## config.mk

```make
export PLATFORM = sky130hd
export DESIGN_NAME = decode_queue
export DESIGN_NICKNAME = d
export VERILOG_FILES = /design/src/rtl/decode_queue.sv
export SDC_FILE = /design/constraint.sdc
export NUM_CORES = 1
export LEC_CHECK = 0
export BUFFER_PORTS_ARGS = -buffer_cell sky130_fd_sc_hd__buf_2
export CORE_UTILIZATION = 49
export CTS_BUF_LIST = sky130_fd_sc_hd__clkbuf_16
export DETAILED_ROUTE_END_ITERATION = 8
export PLACE_DENSITY = 0.67
export SLEW_MARGIN = 30
export SYNTH_ARGS = -nofsm -noshare
export SYNTH_HDL_FRONTEND = slang
export SYNTH_SLANG_ARGS = --single-unit
export TNS_END_PERCENT = 1
```

## constraint.sdc

```tcl
create_clock -name clk_i -period 5 [get_ports clk_i]
set_input_delay 1 -clock clk_i [delete_from_list [all_inputs] [get_ports clk_i]]
set_output_delay 1 -clock clk_i [all_outputs]
set_load 0.02 [all_outputs]
```

## src/rtl/decode_queue.sv

```systemverilog
// decode_queue: elastic FIFO between decode and rename, flushed in one cycle on mispredict
module decode_queue #(
    parameter int WIDTH_P       = 32,
    parameter int DEPTH_P       = 8,
    parameter int ALMOST_FULL_P = 6
) (
    input  logic                       clk_i,
    input  logic                       reset_i,
    input  logic                       mispredict_i,
    input  logic [WIDTH_P-1:0]         decoded_i,
    input  logic                       decoded_v_i,
    output logic                       queue_decode_ready_o,
    output logic [WIDTH_P-1:0]         queue_rename_o,
    output logic                       queue_rename_v_o,
    input  logic                       rename_queue_ready_i,
    output logic [$clog2(DEPTH_P):0]   count_o,
    output logic                       almost_full_o
);
    localparam int PTR_W = $clog2(DEPTH_P);
    localparam int CNT_W = PTR_W + 1;
    logic [WIDTH_P-1:0] mem [DEPTH_P];
    logic [PTR_W-1:0]   head, tail;
    logic [CNT_W-1:0]   count;
    logic               push, pop;
    // Ready looks only at registered occupancy, so a full queue refuses a push even while popping.
    assign queue_decode_ready_o = count != CNT_W'(DEPTH_P);
    assign queue_rename_v_o     = count != '0;
    assign queue_rename_o       = mem[head];
    assign count_o              = count;
    assign almost_full_o        = count >= CNT_W'(ALMOST_FULL_P);
    assign push = decoded_v_i & queue_decode_ready_o & ~mispredict_i;
    assign pop  = queue_rename_v_o & rename_queue_ready_i & ~mispredict_i;
    always_ff @(posedge clk_i) begin
        if (reset_i || mispredict_i) begin
            head  <= '0;
            tail  <= '0;
            count <= '0;
        end else begin
            head  <= pop ? head + PTR_W'(1) : head;
            tail  <= push ? tail + PTR_W'(1) : tail;
            count <= count + CNT_W'(push) - CNT_W'(pop);
        end
    end
    always_ff @(posedge clk_i) begin
        if (push) mem[tail] <= decoded_i;
    end
endmodule

```

Word level (Yosys, flattened, before mapping)

Memory sizes are Yosys's and may differ from the RTL's. A register that Yosys moved wholly into a read port is not among the register bits.
Index checks and enable logic that the tools add are counted.

Register bits: 10
Memory bits (writable): 256
Output and inout port bits: 39
Word-level logic and storage cells: 21
Memories: 1

Memories:

| memory | words | width | rd ports | clocked after Yosys merged registers in | wr ports | RTL line | RTL |
|---|---|---|---|---|---|---|---|
| mem    | 8     | 32    | 1        | 1                                       | 1        | 21       | `logic [WIDTH_P-1:0] mem [DEPTH_P];` |

Add/sub/neg operators: 4
Magnitude comparators: 1
Eq/ne operators: 1
Mux-type cells: 4
Bitwise operators: 5
Reduce and logical (&&, ||, !) cells: 2

Operators by type and width:

| kind                                                               | count |
|---|---|
| adder 3 x 1 -> 3 bit (second input constant)                       | 2 |
| 2-to-1 mux 3 bit                                                   | 2 |
| adder 4 x 1 -> 4 bit                                               | 1 |
| bitwise AND 1 bit                                                  | 4 |
| greater-or-equal comparator 4 x 3 -> 1 bit (second input constant) | 1 |
| inequality test 4 bit (second input constant)                      | 1 |
| nonzero test 4 bit                                                 | 1 |
| subtractor 4 x 1 -> 4 bit                                          | 1 |
| 2-to-1 mux 1 bit                                                   | 2 |
| logical OR 1 bit                                                   | 1 |
| NOT 1 bit                                                          | 1 |

Logic depth before layout (Yosys ltp)

Word-level depth: 5
Mapped depth: 10

Worst setup path before layout

Ideal clock, no wire load.

Kind: input port to flip-flop
From: in decoded_v_i
To: mem mem[0][0], enable pin
Library setup time: 0.461 ns
Data arrival time: 3.820 ns
Setup slack: 0.719 ns
Stages on the path: 3
Path buffers: 0
Cell sequence: inv_1 -> or4_1 -> nor3_1

Longest elaborated chain between the ends: 4

RTL lines:

| what                                   | RTL line | RTL |
|---|---|---|
| start: declaration                     | 11       | `input logic decoded_v_i,` |
| bitwise AND 1 bit (2 in a row)         | 31       | `assign push = decoded_v_i & queue_decode_ready_o & ~mispredict_i;` |
| 2-to-1 mux 1 bit                       | 45       | `if (push) mem[tail] <= decoded_i;` |
| 2-to-1 mux 1 bit (implied by the code) | 45       |  |
| end: declaration                       | 21       |  |

No other way between the ends.

==> results by group <==
Status
  • Status: finished, final reports clean

Drt
  • DRT antenna net count: 0
  • DRT iter0 DRCs: 339
  • DRC Markers: 0
  • 1st-pass router iterations: 4
  • Via count: 4785
  • Via-to-Cell Ratio: 5.64
  • Final WL: 18.5 mm
  • Wire per inst: 21.8 microns

Logic synthesis
  • Synth Instances: 455
  • Area share of the largest cell type after synthesis: 73.3%
  • Fraction of registers with async set or reset after synthesis: 0%
  • Yosys top cell by area: edfxtp_1
  • Syn nets: 501
  • Number of flops mapped to enable cells by yosys: 256
  • Synth cell types: 30
  • Post-synth top cells: 256 x edfxtp_1, 40 x mux4_1, 32 x mux2_2
  • Register area share after synthesis: 75.8%
  • Mean post-synth cell area: 23.0 sq um
  • Synthesized cell area: 10500 sq um
  • Yosys warns: 0
  • Synth top area cells: edfxtp_1 73%, mux4_1 10%, mux4_2 5.2%
  • Dominant synthesized flop cell: edfxtp_1
  • Top-count cell post-synth: edfxtp_1
  • Yosys reg bits: 269

CTS
  • Clock Root Buffer: clkbuf_16
  • CTS tree: built
  • H-tree depth: 1
  • PostCTS Resize Cnt: 0
  • Clk sinks: 269
  • TritonCTS Buffers: 27
  • # Post-CTS Setup Buffers: 0
  • Clock-pin slew on the worst setup and hold paths: 60 ps
  • Clock Latency Late Sink: 520 ps
  • Hold buffer count at cts: 0
  • Clock Tree Buf Depth: 3

Place
  • Number of buffers added on ports: 75
  • Final GP Congestion: 0.707
  • Dpl cell area: 11200 sq um
  • Placed insts: 800
  • HPWL after DPL: 10.8 mm

Die
  • Initial Utilization: 49.9%
  • Core ar.: 21000 sq um
  • Chip height: 148 microns
  • Num rows: 53
  • Die W: 148 microns
  • DIE AREA: 22000 sq um
  • IO Pins: 76

Setup path
  • CP max stage delay: 700 ps
  • Setup CP Type: flop to primary output
  • Critical-path maximum fanout: 30
  • Reg2Reg Launch Point: count_o[2]
  • Critical Path Source Type: flop
  • Crit-path slowest cell: dfxtp_4
  • Data arrival, critical path: 2760 ps
  • CP endpoint kind: primary output
  • WP data required: 4000 ps
  • Critical path, cell by cell: buf_4, mux4_1, mux2_2, buf_2

STA
  • F_max: 266 MHz
  • Layout Skew: 7.15 ps
  • Fin crit share: 75.2%
  • Hold Vio Cnt, Final: 0
  • Setup violators final: 0
  • Total Neg Setup Slack: 0 ps
  • Worst-Margin Slew: 863 ps
  • Max_slew headroom: 42.3%
  • Crit path time final: 3760 ps
  • Max Transition Viols Final: 0
  • Unrepaired setup endpoints after global routing: false

Min path
  • Worst Hold Launch: head[2]
  • Worst min path class: flop to flop

Finish
  • Layout cell share with drive strength beyond 1: 34.5%
  • Antenna diode count: 0
  • Non-Filler Instances: 849
  • Nets: 600
  • Final instance area: 12100 sq um
  • Synth-to-layout area growth: 15.7%

Run
  • Max_cap viols: 0

Global routing
  • Initial antenna violation count: 1
  • Vias in the first global route: 4998
  • Total gr overflow: 0
  • Largest net degree at the start of global routing: 41
  • Global-route wire length before repair: 28.4 mm
  • Global-route usage over all layers: 17.4%

Power and ir drop
  • Pwr Total: 0.00463 W
  • Leakage: 3.97 nW
  • Max VDD drop: 240 uV
  • Power per standard cell area: 382 nW/um^2
## layout make-up
type,instances,area (sq um)
fillers,1487,8890
clock buffers,27,676
repair buffers,89,480
multi-input cells,158,2430
clock inverters,22,208
flip-flops and latches,269,7960
inverters,9,33.8
well taps,275,344
## report_power, final
group | switching (W) | internal [W]
Sequential | 0.00000785 | 0.00248
Clock | 0.000792 | 0.00119
Combinational | 0.0000940 | 0.0000625
## state kept, by name, summed over array words and instances (netlist names), named ones only
signal	cells
count_o	4
head	3
mem	256
tail	3
## worst paths after layout
check,slack (ps),endpoint,cells past startpoint
hold reg to reg,500,flop,2
setup reg to reg,2090,mem[3][21],7
setup / recovery,1240,queue_rename_o[1],4
hold / removal,500,flop,2
## cell usage in the layout (no fill, tap or decap), types with 3 or more instances in the layout
cell / synthesis / final
buf_4: 0 / 14
a21oi_1: 11 / 11
or3_1: 3 / 3
inv_1: 9 / 10
clkinv_1: 0 / 8
mux2_2: 32 / 32
clkinv_2: 0 / 6
mux4_2: 24 / 24
dfxtp_1: 13 / 10
nor2_4: 0 / 6
buf_2: 6 / 75
bufinv_16: 0 / 4
clkbuf_16: 0 / 27
or4_1: 3 / 3
edfxtp_1: 256 / 256
o21ai_0: 4 / 4
ha_1: 8 / 8
nand2_1: 4 / 4
dfxtp_4: 0 / 3
mux4_1: 40 / 40
## worst max-delay path, delay by kind of cell, from the launching register on
family	cells	cell delay [ps]
buffers and inverters	2	590
muxes	2	930
DFF	1	700
## through the flow
step / hold WS [ps] / util [%] / setup WS (ps)
after global routing: 533 / 57.7 / 1110
after CTS: 503 / 57.7 / 1190
after detailed placement: 492 / 53.5 / 1730
after floorplan: 463 / - / 719
final: 499 / 57.7 / 1240
after global placement: 466 / 53.5 / 1770
## per-layer routing
metal | share of wire (%) | track usage [%] | vias to the layer above
met4 | 1.9 | 4.90 | 2
met2 | 50 | 29.0 | 116
li1 | - | - | 2140
met3 | 4.8 | 3.16 | 28
met5 | 0.059 | 0 | -
met1 | 43 | 23.5 | 2499
## cell families after synthesis
group	Yosys count	synth area share, %
AND/OR/NAND/NOR	31	1.60
flip-flops	269	75.8
buffers and inverters	28	1.58
AO/OA/AOI/OAI	20	1.07
adder cells (fa/ha/maj)	9	1.15
multiplexers	97	18.7
XOR/XNOR	1	0.0836
Power figures use the tool's default switching activity.
